## src/rtl/i2c_pkg.sv

```systemverilog
// Shared types and constants for the I2C slave receive path.
package i2c_pkg;

    typedef enum logic [2:0] {
        IDLE,
        ADDR,
        ADDR_ACK,
        DATA,
        DATA_ACK,
        IGNORE
    } i2c_rx_state_t;

    localparam int   I2C_BYTE_BITS = 8;
    localparam logic I2C_ACK       = 1'b0;
    localparam logic I2C_NACK      = 1'b1;

endpackage

```

## src/rtl/i2c_bus_cond.sv

```systemverilog
// START/STOP bus-condition detector: tracks the previous SDA level and
// flags SDA transitions that happen while SCL is high.
module i2c_bus_cond
    import i2c_pkg::*;
(
    input  logic clk,
    input  logic rst,
    input  logic scl_in,
    input  logic sda_in,
    output logic start_found,
    output logic stop_found
);

    logic sda_prev_d, sda_prev_q;
    logic start_d, start_q;
    logic stop_d, stop_q;

    // Next-state: SDA falling with SCL high is START, SDA rising with SCL high is STOP.
    always_comb begin
        sda_prev_d = sda_in;
        start_d    = scl_in & sda_prev_q & ~sda_in;
        stop_d     = scl_in & ~sda_prev_q & sda_in;
    end

    // Register the previous SDA level and the one-cycle condition strobes.
    always_ff @(posedge clk or posedge rst) begin
        if (rst) begin
            sda_prev_q <= 1'b1;
            start_q    <= 1'b0;
            stop_q     <= 1'b0;
        end else begin
            sda_prev_q <= sda_prev_d;
            start_q    <= start_d;
            stop_q     <= stop_d;
        end
    end

    assign start_found = start_q;
    assign stop_found  = stop_q;

endmodule

```

## src/rtl/i2c_slave_rx.sv

```systemverilog
// I2C slave receive controller: address decode, write-data shift-in,
// ACK/NACK generation and byte hand-off to the RX FIFO.
module i2c_slave_rx
    import i2c_pkg::*;
#(
    parameter logic [6:0] SLAVE_ADDR = 7'h1E,
    parameter int         DATA_WIDTH = 8
) (
    input  logic                  clk,
    input  logic                  rst,
    input  logic                  scl_in,
    input  logic                  sda_in,
    input  logic                  rising_edge_found,
    input  logic                  falling_edge_found,
    input  logic                  rx_fifo_full,
    output logic [DATA_WIDTH-1:0] rx_data,
    output logic                  rx_valid,
    output logic                  addr_match,
    output logic                  rw_mode,
    output logic                  sda_out,
    output logic                  start_found,
    output logic                  stop_found,
    output logic                  busy
);

    localparam logic [3:0] BYTE_CNT = 4'(I2C_BYTE_BITS);

    logic start_det, stop_det;

    i2c_bus_cond u_bus_cond (
        .clk         (clk),
        .rst         (rst),
        .scl_in      (scl_in),
        .sda_in      (sda_in),
        .start_found (start_det),
        .stop_found  (stop_det)
    );

    i2c_rx_state_t         state_d, state_q;
    logic [3:0]            bit_cnt_d, bit_cnt_q;
    logic [DATA_WIDTH-1:0] shift_d, shift_q;
    logic [DATA_WIDTH-1:0] rx_data_d, rx_data_q;
    logic                  rx_valid_d, rx_valid_q;
    logic                  addr_match_d, addr_match_q;
    logic                  rw_mode_d, rw_mode_q;
    logic                  sda_out_d, sda_out_q;
    logic                  full_d, full_q;
    logic                  busy_d, busy_q;

    // Next-state logic; bus conditions override any edge strobe in the same cycle.
    always_comb begin
        state_d      = state_q;
        bit_cnt_d    = bit_cnt_q;
        shift_d      = shift_q;
        rx_data_d    = rx_data_q;
        rx_valid_d   = 1'b0;
        addr_match_d = addr_match_q;
        rw_mode_d    = rw_mode_q;
        sda_out_d    = sda_out_q;
        full_d       = full_q;

        if (start_det) begin
            state_d      = ADDR;
            bit_cnt_d    = '0;
            shift_d      = '0;
            addr_match_d = 1'b0;
            sda_out_d    = 1'b1;
        end else if (stop_det) begin
            state_d      = IDLE;
            addr_match_d = 1'b0;
            sda_out_d    = 1'b1;
        end else begin
            case (state_q)
                ADDR: begin
                    if (bit_cnt_q != BYTE_CNT) begin
                        if (rising_edge_found) begin
                            shift_d   = {shift_q[DATA_WIDTH-2:0], sda_in};
                            bit_cnt_d = bit_cnt_q + 4'd1;
                            if (bit_cnt_q == BYTE_CNT - 4'd1) begin
                                // shift_q still holds the seven address bits here
                                rw_mode_d    = sda_in;
                                addr_match_d = (shift_q[6:0] == SLAVE_ADDR);
                            end
                        end
                    end else if (falling_edge_found) begin
                        if (addr_match_q && !rw_mode_q) begin
                            state_d   = ADDR_ACK;
                            sda_out_d = I2C_ACK;
                        end else begin
                            state_d   = IGNORE;
                            sda_out_d = 1'b1;
                        end
                    end
                end
                ADDR_ACK: begin
                    if (falling_edge_found) begin
                        sda_out_d = 1'b1;
                        bit_cnt_d = '0;
                        state_d   = DATA;
                    end
                end
                DATA: begin
                    if (bit_cnt_q != BYTE_CNT) begin
                        if (rising_edge_found) begin
                            shift_d   = {shift_q[DATA_WIDTH-2:0], sda_in};
                            bit_cnt_d = bit_cnt_q + 4'd1;
                            if (bit_cnt_q == BYTE_CNT - 4'd1) begin
                                // FIFO state at the last bit decides both hand-off and ACK
                                full_d = rx_fifo_full;
                                if (!rx_fifo_full) begin
                                    rx_data_d  = {shift_q[DATA_WIDTH-2:0], sda_in};
                                    rx_valid_d = 1'b1;
                                end
                            end
                        end
                    end else if (falling_edge_found) begin
                        state_d   = DATA_ACK;
                        sda_out_d = full_q ? I2C_NACK : I2C_ACK;
                    end
                end
                DATA_ACK: begin
                    if (falling_edge_found) begin
                        sda_out_d = 1'b1;
                        bit_cnt_d = '0;
                        state_d   = full_q ? IGNORE : DATA;
                    end
                end
                IGNORE: begin
                    sda_out_d = 1'b1;
                end
                default: begin
                    sda_out_d = 1'b1;
                end
            endcase
        end

        busy_d = (state_d != IDLE);
    end

    // FSM and datapath registers; reset releases SDA immediately.
    always_ff @(posedge clk or posedge rst) begin
        if (rst) begin
            state_q      <= IDLE;
            bit_cnt_q    <= '0;
            shift_q      <= '0;
            rx_data_q    <= '0;
            rx_valid_q   <= 1'b0;
            addr_match_q <= 1'b0;
            rw_mode_q    <= 1'b0;
            sda_out_q    <= 1'b1;
            full_q       <= 1'b0;
            busy_q       <= 1'b0;
        end else begin
            state_q      <= state_d;
            bit_cnt_q    <= bit_cnt_d;
            shift_q      <= shift_d;
            rx_data_q    <= rx_data_d;
            rx_valid_q   <= rx_valid_d;
            addr_match_q <= addr_match_d;
            rw_mode_q    <= rw_mode_d;
            sda_out_q    <= sda_out_d;
            full_q       <= full_d;
            busy_q       <= busy_d;
        end
    end

    assign rx_data     = rx_data_q;
    assign rx_valid    = rx_valid_q;
    assign addr_match  = addr_match_q;
    assign rw_mode     = rw_mode_q;
    assign sda_out     = sda_out_q;
    assign start_found = start_det;
    assign stop_found  = stop_det;
    assign busy        = busy_q;

endmodule

```

## config.mk

```make
export PLATFORM = sky130hd
export DESIGN_NAME = i2c_slave_rx
export DESIGN_NICKNAME = d
export VERILOG_FILES = /design/src/rtl/i2c_pkg.sv /design/src/rtl/i2c_bus_cond.sv /design/src/rtl/i2c_slave_rx.sv
export SDC_FILE = /design/constraint.sdc
export NUM_CORES = 1
export LEC_CHECK = 0
export CORE_MARGIN = 2
export CORE_UTILIZATION = 30
export DETAILED_ROUTE_END_ITERATION = 10
export HOLD_SLACK_MARGIN = 0.03
export PLACE_DENSITY = 0.54
export SLEW_MARGIN = 20
export SYNTH_ARGS = -nofsm -noshare
export SYNTH_HDL_FRONTEND = slang
export SYNTH_HIERARCHICAL = 1
export SYNTH_SLANG_ARGS = --single-unit
```

## constraint.sdc

```tcl
create_clock -name clk -period 2.4 [get_ports clk]
set_clock_uncertainty 0.2 [all_clocks]
set_input_delay 0.72 -clock clk [delete_from_list [all_inputs] [get_ports clk]]
set_output_delay 0.72 -clock clk [all_outputs]
set_load 0.02 [all_outputs]
```

---- Yosys cells after proc, flatten, opt, wreduce, memory -nomap -nowiden ----
Index checks and enable logic that the tools add are counted.
word-level totals
  input bits .............................. 7
  bits in latches ......................... 0
  memories ................................ 0
  RAM bits ................................ 0
  register bits ........................... 31
  memory bits (read-only) ................. 0
  output and inout port bits .............. 15
cells by class
  multipliers ............................. 0
  multiplexer cells ....................... 45
  divide/modulo/power cells ............... 0
  shift-type cells ........................ 0
  equal/unequal tests ..................... 16
  bitwise gates (word level) .............. 9
  add/subtract/negate cells ............... 1
  reductions and logical operators ........ 20
  magnitude comparators ................... 0
operators with widths
  cell                   count
  $mux W7                5
  $mux W3                10
  $mux W1                22
  $mux W4                5
  $reduce_bool A3 Y1     6
  $ne A4 B2 Y1 const B   4
  $pmux W3 S4            1
  $reduce_and A6 Y1      2
  $reduce_and A5 Y1      2
  $ne A3 B1 Y1 const B   3
  $pmux W4 S2            1
  $reduce_and A4 Y1      2
  $eq A7 B5 Y1 const B   1
  $reduce_and A7 Y1      1
  $eq A3 B2 Y1 const B   2
  $reduce_bool A2 Y1     3
  $not A1 Y1             5
  $add A4 B1 Y4 const B  1
  $and A1 B1 Y1          4
  $eq A4 B3 Y1 const B   1
  $ne A4 B1 Y1 const B   1
  $ne A4 B4 Y1 const B   1
  $reduce_or A2 Y1       2
  $eq A3 B1 Y1 const B   1
  5 further kinds        5

---- Logic depth before layout (Yosys ltp) ----
  word-level depth ........................ 9
  depth in mapped cells ................... 7

---- Hierarchy ----
The synthesis kept the hierarchy.
by module, submodules not included
  module        instances  cells an instance  area an instance (um^2)
  i2c_slave_rx  1          132                1462.7
  i2c_bus_cond  1          6                  97.6

---- Worst setup path before layout ----
OpenSTA, ideal clock, no wires.
  path type ............................... input -> register
  start point ............................. input port falling_edge_found
  end point ............................... register busy_q, in the netlist busy
  data required time ...................... 2.051 ns
  slack ................................... 0.428 ns
  arrival ................................. 1.622 ns
  cell stages on the path ................. 4
  cells stage by stage .................... and4b_1 -> a221o_2 -> a32oi_1 -> o311ai_0
on the way
  word-level cells in the longest chain between the ends .. 6
  elaborated cells between the ends (all ways) .. 10
  those cells by class .................... 9 x mux; 1 x reduce/logical
RTL lines
  element                            line                                     RTL
  start, declared                    i2c_slave_rx.sv:14                       input logic falling_edge_found,
  $mux W3, on equally long branches  i2c_slave_rx.sv:116, i2c_slave_rx.sv:85
  $mux W3, on equally long branches  i2c_slave_rx.sv:103, i2c_slave_rx.sv:75
  $pmux W3 S4 (*)                    i2c_slave_rx.sv:73                       case (state_q)
  $mux W3 (*)                        i2c_slave_rx.sv:68                       end else if (stop_det) begin
  $mux W3 (*)                        i2c_slave_rx.sv:62                       if (start_det) begin
  $reduce_bool A3 Y1 (*)             i2c_slave_rx.sv:137                      busy_d = (state_d != IDLE);
  via busy_d                         i2c_slave_rx.sv:48                       logic busy_d, busy_q;
  end signal, assigned               i2c_slave_rx.sv:163                      busy_q <= busy_d;
  end, declared                      i2c_slave_rx.sv:48
Mark *: on every way through the listed nets, which the timed path passes. The rest lies on a longest branch.
A chain may end at the register's enable or synchronous reset.

---- Worst setup path in the final report ----
  start point ............................. register sda_out_q, in the netlist sda_out
  end point ............................... output port sda_out
RTL lines
  element                 line                 RTL
  start, declared         i2c_slave_rx.sv:46   logic sda_out_d, sda_out_q;
  start signal, assigned  i2c_slave_rx.sv:161  sda_out_q <= sda_out_d;
  end, declared           i2c_slave_rx.sv:20   output logic sda_out,
No word-level cell between the ends.

==> flow_metrics.py <==
metrics = {
    "route": {
        "wl_met3_um": 161,
        "routed_via_density": 4.93,
        "avgRoutedWirePerCell_um": 14.4,
        "highest_layer": "met4",
        "vias": 1213,
        "final_antenna_net_count": 0,
        "drt-met1-wl_um": 1660,
        "routed_wl_um": 3550,
        "first_pass_iters": 4,
        "drc_errors": 0,
        "drtIter0Drc": 67,
        "met2_length_um": 1670,
    },
    "worst_setup_path": {
        "start_kind": "flop",
        "crit_chain": "clkdlybuf4s50_1",
        "cp.required_ns": 1.48,
        "crit_type": "flop to output pin",
        "critPathArrivalTime_ns": 1.42,
        "worst_path_largest_cell_delay_ns": 0.60,
        "crit_path_top_delay_cell": "clkdlybuf4s50_1",
        "worst_setup_path_end_kind": "output pin",
        "cpLargestDelayFamily": "buffers and inverters",
        "path_buf_inv": 1,
        "crit_path_max_fanout": 2,
    },
    "pwr": {
        "leakage_nw": 0.922,
        "p_per_area_nw_per_um2": 930,
        "vdd_drop_max_mv": 0.363,
        "power_mw": 1.91,
    },
    "global_routing": {
        "grt_pass1_wl_um": 6130,
        "grt_max_degree": 29,
        "grt_usage_pct": 13.3,
        "antenna_found_initial": 0,
        "grt_pass1_vias": 1275,
        "grt-ovfl-total": 0,
    },
    "floorplan": {
        "start_util_pct": 30.7,
        "die_x_um": 76.1,
        "coreArea_um2": 5070,
        "dieArea_um2": 5790,
        "core.rowCount": 26,
        "die_height_um": 76.1,
        "io_pins": 22,
    },
    "timing": {
        "fin_crit_ns": 2.34,
        "max-slew-margin-rel_pct": 73.9,
        "final_max_slew_viol_count": 0,
        "hold-worst-slack_ns": 0.315,
        "rsz0062_at_grt": "no",
        "finalWorstSetupSlack_ns": 0.0629,
        "worstMarginPinSlew_ns": 0.391,
        "finalHoldViolations": 0,
        "finalSetupViolations": 0,
        "fin_crit_sh_pct": 97.4,
        "fmax_mhz": 428,
    },
    "clocking": {
        "numCtsBuffers": 5,
        "htree_levels": 2,
        "clk_pin_slew_worst_paths_ns": 0.07,
        "clock_latency_ns": 0.29,
        "clock-root-buffer": "clkbuf_8",
        "max-clock-path-buffers": 2,
        "cts.sinks": 31,
        "cts_tree": "done",
        "hold_buffers": 0,
    },
    "yosys": {
        "synth.cell_area_um2": 1560,
        "synth_flop_cell": "dfrtp_1",
        "yosys_warnings": 6,
        "synth_edf_count": 0,
        "yosys.area.top_type": "dfrtp_1",
        "syn_avg_cell_area_um2": 11.3,
        "yosysSeqAreaShare_pct": 49.9,
        "synth.area.top_cells": "dfrtp_1, mux2_2, mux2i_1",
        "synth_fp_nets": 147,
        "synth.top_cell.area_share_pct": 46.5,
        "yosys.cell_types.count": 44,
        "syn_inst": 138,
        "async_flop_share_pct": 100,
        "ys_seq_elements": 31,
    },
    "place": {
        "place_hpwl_um": 2480,
        "dp_slack_ns": -0.233,
        "gp_congestion": 0.839,
        "port_buffers": 21,
    },
    "finish": {
        "drive_above_1_share_pct": 23.3,
        "n_fill_cell": 520,
        "area_growth_pct": 31.8,
        "fin_nets": 184,
        "diodes": 0,
    },
    "worst_hold_path": {
        "hp-class": "flop to flop",
    },
    "outcome": {
        "status": "completed",
    },
    "run": {
        "cap_violations": 0,
    },
}
[registers in the layout (all words and copies together), names as in the netlist]
signal,cells
u_bus_cond/start_found,1
u_bus_cond/sda_prev_q,1
state_q,3
full_q,1
addr_match,1
shift_q,7
bit_cnt_q,4
busy,1
u_bus_cond/stop_found,1
rx_data,8
rw_mode,1
rx_valid,1
sda_out,1
[repair_timing]
item / in CTS / in global routing
setup buffers: 0 / 2
endpoints found under the setup margin: 0 / 8
gates resized for setup: 0 / 1
[power by group]
group          internal (mW)  switching [mW]
logic                  0.318           0.315
clock network          0.309           0.205
registers              0.621           0.147
[cells in the final DEF (no fill, tap or decap), drive strengths merged, types with 2 or more instances in the layout]
master	synthesis	layout
dfstp	2	2
and2	2	2
nand3	3	3
or4	2	2
mux2	10	10
a21oi	7	7
ha	2	2
and3	2	2
nand2	6	6
clkdlybuf4s50	0	20
clkinv	0	2
nor2	11	12
and3b	4	4
mux2i	8	8
clkbuf	3	5
a32oi	2	2
and4b	2	2
dfrtp	29	29
o21ai	6	6
nor2b	5	5
nor4b	3	3
inv	7	7
buf	3	14
[area by class of cell]
cell class / instances / area, um^2 / share of cell area [%]
multi-input cells: 95 / 722 / 35.1
inverters: 7 / 26.3 / 1.28
clock buffers: 5 / 68.8 / 3.35
repair buffers: 35 / 330 / 16.1
well taps: 70 / 87.6 / 4.26
flip-flops and latches: 31 / 778 / 37.8
clock inverters: 3 / 43.8 / 2.13
[Yosys cell counts (2+ instances only)]
library cell and n:
nor4b_1 3, o21ai_0 6, and4b_1 2, nand3_1 3
a32oi_1 2, ha_1 2, and3_1 2, nand2_1 6
nor2b_1 5, buf_6 2, inv_1 7, dfrtp_1 29
or4_1 2, and3b_1 4, dfstp_2 2, mux2i_1 8
a21oi_1 7, nor2_1 10, mux2_2 10, clkbuf_1 2
[routing by layer]
metal | vias up | global-route usage (%)
met4 | 0 | 4.91
met5 | - | 0
li1 | 579 | -
met1 | 587 | 16.8
met2 | 39 | 20.9
met3 | 8 | 4.74
[kinds of logic after synthesis]
kind of cell | count (synthesis) | share of synthesized area (%)
DFF | 31 | 49.9
buffers and inverters | 13 | 4.25
xor gates and xnor gates | 1 | 1.76
AOI/OAI and AO/OA | 25 | 10.7
muxes | 18 | 12.3
adders and majority gates | 2 | 1.60
and+or+nand+nor | 48 | 19.5
[worst paths after layout]
kind                       cells after the start                               end  slack [ns]                    from
max                                            1                           sda_out        0.06     sda_out$_DFFE_PP1P_
min                                            1            rx_data[4]$_DFFE_PP0P_        0.32  rx_data[4]$_DFFE_PP0P_
max reg2reg                                    4            rx_data[1]$_DFFE_PP0P_        0.36    state_q[2]$_DFF_PP0_
min reg2reg                                    1            rx_data[4]$_DFFE_PP0P_        0.32  rx_data[4]$_DFFE_PP0P_
max in group asynchronous                      3               sda_out$_DFFE_PP1P_        1.07                     rst
min in group asynchronous                      2  u_bus_cond/start_found$_DFF_PP0_        0.42                     rst
[metrics by stage]
stage / util (%) / setup TNS, ns / area, um^2 / std cells
5_1_grt: 40.5 / 0 / 2060 / 246
2_1_floorplan: - / 0 / 1560 / 138
6_report: 40.5 / 0 / 2060 / 246
3_5_place_dp: 37.8 / -1.96 / 1920 / 235
3_3_place_gp: 37.8 / -2.01 / 1920 / 235
4_1_cts: 40.1 / 0 / 2030 / 243
Note: power is estimated with default switching activity, not from simulation.
==> variant 1 (config.mk and constraints unchanged) <==
`shift_q` no longer has a reset.
--- a/src/rtl/i2c_slave_rx.sv
+++ b/src/rtl/i2c_slave_rx.sv
@@ -142,7 +142,6 @@
         if (rst) begin
             state_q      <= IDLE;
             bit_cnt_q    <= '0;
-            shift_q      <= '0;
             rx_data_q    <= '0;
             rx_valid_q   <= 1'b0;
             addr_match_q <= 1'b0;
@@ -153,7 +152,6 @@
         end else begin
             state_q      <= state_d;
             bit_cnt_q    <= bit_cnt_d;
-            shift_q      <= shift_d;
             rx_data_q    <= rx_data_d;
             rx_valid_q   <= rx_valid_d;
             addr_match_q <= addr_match_d;
@@ -162,6 +160,10 @@
             full_q       <= full_d;
             busy_q       <= busy_d;
         end
+    end
+
+    always_ff @(posedge clk) begin
+        shift_q <= shift_d;
     end
 
     assign rx_data     = rx_data_q;
Check against the original RTL: same outputs for any inputs over 10 cycles, from zero or initial values and one cycle with rst high; that may be too few to reach the edited logic, so the function may still have changed.
==> variant 1 against the unedited design <==
Wire length is 9.6% lower; via count down 7.7%; area after synthesis down 1.5%; count of clock-buffer cells in the layout did not move; sequential cell count did not move; critical path depth did not move; design area shrank 4.0%; setup slack better by 0.0096 ns; non-clock buffer count fell by 2; critical endpoint unchanged; largest cell class unchanged; highest routed layer unchanged.
Power is not compared: it rests on default switching activity, and its combinational part moved more than twofold at a synthesized area within 25%.
==> variant 1: results (changes against the unedited design) <==
[global_routing]
grt_antenna_before_repair=0  ; unchanged
grt_pass1_wl_um=5409  ; -12%
grt_util_all_layers=0.1293  ; -0.003444
grt_pass1_vias=1132  ; -11%
grt_max_degree=16  ; -45%

[placement]
gp_congestion=0.7406  ; -12%
io_buffers=21  ; unchanged
dp.final_hpwl_um=2355  ; -4.9%

[sta]
slew_headroom=0.6886  ; -0.05056

[worst_setup_path]
critPathSlowestCell=clkdlybuf4s50_1
crit_arrival_ns=1.41
cpPeakStageDelay_ns=0.59
cp_num_buf_inv=1  ; unchanged
crit_family=buffers and inverters
crit_path_max_fanout=2  ; unchanged

[clock_network]
cts_made_buffers=5  ; unchanged
clk_transition_reported_paths_ns=0.07  ; about the same
root_buffer=clkbuf_8
clk_path_buf_depth=2  ; unchanged
clk_latency_ns=0.29  ; about the same
postCtsSetupRepairBufs=0  ; unchanged
h-tree-depth=2  ; unchanged

[routing]
viasPerCell=4.706  ; -4.6%
ant_nets=0  ; unchanged
drtPass1Iterations=4  ; unchanged
totalWireLength_um=3207  ; -9.6%
drt_iter0_drc=48  ; -28%

[synthesis]
ys_top_cells_by_count=dfrtp_1, nor2_1, mux2i_1, mux2_4, dfxtp_1
ys_seq_area_frac=0.4837  ; -0.01508
async_reset_ff_frac=0.7742  ; -0.2258
synth_ff_type=dfrtp_1
syn_nets=143  ; -2.7%
ys_warn_count=6  ; unchanged
synth_seq_cells=31  ; unchanged
yosys.cell_types.count=44  ; unchanged
synth_area_leaders=dfrtp_1, dfxtp_1, mux2_4, mux2i_1, dfstp_2

[finish]
fillers=499  ; -4.0%
final_nets=176  ; -4.3%
drive_gt1_frac=0.2202  ; -0.01272
largest_reg_flops=8  ; unchanged
n_antenna_cell=0  ; unchanged

[run_status]
status=complete, no violations

[pwr]
leakage_uw=0.0008993
p_sw_uw=424.4

[worst_hold_path]
hold_class=reg -> reg

variant 1: cell families (layout without fill, tap and decap cells):
logic type / after synthesis / in the layout / share of synthesized area
compound gates: 21 / 21 / 0.09690
fa+ha+maj: 2 / 2 / 0.01628
buf+inv: 13 / 47 / 0.03990
mux: 21 / 21 / 0.1661
xor+xnor: 1 / 1 / 0.005701
simple gates: 45 / 45 / 0.1914
flops: 31 / 31 / 0.4837
variant 1: timing repair:
item,in CTS,in global routing
gates resized for setup,0,1
endpoints found under the setup margin,0,1
hold buffers,0,0
variant 1: worst reg2reg max path: stages, from the launching register on:
cell     delay (ns)
dfrtp_1        0.55
nor4b_4        0.42
nand3_2        0.19
nor2_8         0.24
mux2_4         0.32
variant 1: per-layer routing:
layer | track usage | routed length, um
met3 | 0.04365 | 141
met5 | 0 | 0
met1 | 0.1598 | 1526
met2 | 0.2135 | 1490
met4 | 0.04094 | 48
variant 1: worst paths after layout:
path	slack, ns	start	depth (start not counted)	to
setup reg to reg	0.37	state_q[2]	4	rx_data[0]
hold / removal	0.32	rx_data[5]	1	rx_data[5]
hold reg to reg	0.32	rx_data[5]	1	rx_data[5]
setup / recovery	0.07	sda_out	1	sda_out
min in group asynchronous	0.43	rst	2	u_bus_cond/stop_found
max in group asynchronous	1.01	rst	3	rx_data[6]
variant 1: final cells by class:
type,instances,share of cell area
sequential,31,0.3768
clock inverter,3,0.01013
clock buffer,5,0.03483
multi-input combinational,90,0.3705
timing repair buffer,33,0.1520
tap,70,0.04433
inverter,6,0.01140
variant 1: per-stage QoR:
| stage | hold WS [ns] | worst slack [ns] | setup TNS, ns | area (sq um) | instances |
|---|---|---|---|---|---|
| 2_1_floorplan | 0.2729 | 0.4462 | 0 | 1536 | 134 |
| 3_3_place_gp | 0.3027 | -0.08201 | -0.6531 | 1886 | 230 |
| 3_5_place_dp | 0.3011 | -0.1008 | -0.7734 | 1886 | 230 |
| 4_1_cts | 0.3303 | 0.005002 | 0 | 1974 | 238 |
| 5_1_grt | 0.3420 | 0.02560 | 0 | 1976 | 238 |
| 6_report | 0.3205 | 0.07248 | 0 | 1976 | 238 |
variant 1: power groups by stage:
stage / Combinational (uW) / Sequential, uW / Clock [uW]
6_report: 273 / 678 / 417
3_3_place_gp: 269 / 683 / 0
5_1_grt: 311 / 692 / 450
4_1_cts: 279 / 679 / 432
3_5_place_dp: 279 / 688 / 0
2_1_floorplan: 197 / 668 / 0
==> variant 2 (config.mk and constraints unchanged) <==
Without the edit above. Change the parameter `DATA_WIDTH` from 8 to 9.
--- a/src/rtl/i2c_slave_rx.sv
+++ b/src/rtl/i2c_slave_rx.sv
@@ -4,7 +4,7 @@
     import i2c_pkg::*;
 #(
     parameter logic [6:0] SLAVE_ADDR = 7'h1E,
-    parameter int         DATA_WIDTH = 8
+    parameter int         DATA_WIDTH = 9
 ) (
     input  logic                  clk,
     input  logic                  rst,
Ports: changed (resized rx_data); port bits go from 22 to 23. The function was not compared with the original's and may differ.
==> variant 2 against the unedited design <==
Sequential cell count up 2; global-route usage down 0.98 points; total power down 4.5%; area after synthesis up 3.3%; sequential share of layout area up 2.2 points; setup slack better by 0.0086 ns; design area up 0.67%; wire length down 5.4%; critical path depth unchanged.
==> variant 2: results (changes against the unedited design) <==
[run_status]
status=complete, no violations

[synthesis]
ys_top_cells_by_count=dfrtp_1, nor2_1, mux2_2, mux2i_1, inv_1
synth_area_leaders=dfrtp_1, mux2_2, mux2i_1, dfstp_2, nor2_1
ys_seq_area_frac=0.5140  ; +0.01518
synthMuxAreaShare=0.1328  ; +0.009268
syn_nets=150  ; +2.0%
synth_compound_area_frac=0.09161  ; -0.01504
yosys.cell_types.count=42  ; -4.5%
syn_avg_cell_area_sq_um=11.43  ; +1.1%

[routing]
wl_per_cell_um=13.80  ; -4.2%
totalWireLength_um=3354  ; -5.4%
drt_iter0_drc=55  ; -18%
viasPerCell=4.885  ; -0.94%

[placement]
place_ws_ns=-0.1322  ; +0.1006 ns
dp.final_hpwl_um=2407  ; -2.8%
gp_congestion=0.8296  ; -1.1%
io_buffers=22  ; +4.8%

[pwr]
comb_power_share=0.298  ; -0.033
power_clock_uw=542  ; +5.7%
leakage_uw=0.0009203  ; -0.22%
ir_drop_mv=0.4536  ; +25%

[global_routing]
grt_max_degree=31  ; +6.9%
grt_util_all_layers=0.1229  ; -0.009813
grt_pass1_wl_um=5837  ; -4.8%
grt_pass1_vias=1220  ; -4.3%

[worst_setup_path]
r2r-start=u_bus_cond/stop_found
reg2reg_to=rx_data[8]
r2r_cells=5  ; +1
r2r_setup_slack_ns=0.42  ; +0.06 ns

[sta]
final.setup.worst_slack_ns=0.07149  ; +0.008639 ns
worst_pin_slew_ns=0.3955  ; +0.004178 ns
whs_ns=0.3148  ; -0.0003980 ns

[finish]
final_nets=181  ; -1.6%
fillers=538  ; +3.5%
largest_reg_flops=9  ; +1
drive_gt1_frac=0.2370  ; +0.004040

## variant 2: layout make-up
| class | count | share of cell area |
|---|---|---|
| clock inverter | 2 | 0.01813 |
| multi-input combinational | 93 | 0.3402 |
| clock buffer | 6 | 0.03988 |
| inverter | 8 | 0.01450 |
| timing repair buffer | 31 | 0.1450 |
| sequential | 33 | 0.4000 |
| tap | 70 | 0.04230 |
## variant 2: through the flow
| step | TNS [ns] | power, uW | instance area, sq um |
|---|---|---|---|
| after floorplan | 0 | 1162 | 1612 |
| after global placement | -1.313 | 1286 | 1951 |
| after detailed placement | -1.594 | 1292 | 1951 |
| after CTS | 0 | 1839 | 2071 |
| after global routing | 0 | 1935 | 2071 |
| final | 0 | 1828 | 2071 |
## variant 2: routing by layer
metal | track usage | vias to the layer above | wire length [um]
met4 | 0.03214 | 0 | 13
met2 | 0.1939 | 21 | 1604
met5 | 0 | - | 0
li1 | - | 565 | -
met3 | 0.03765 | 4 | 125
met1 | 0.1641 | 597 | 1610
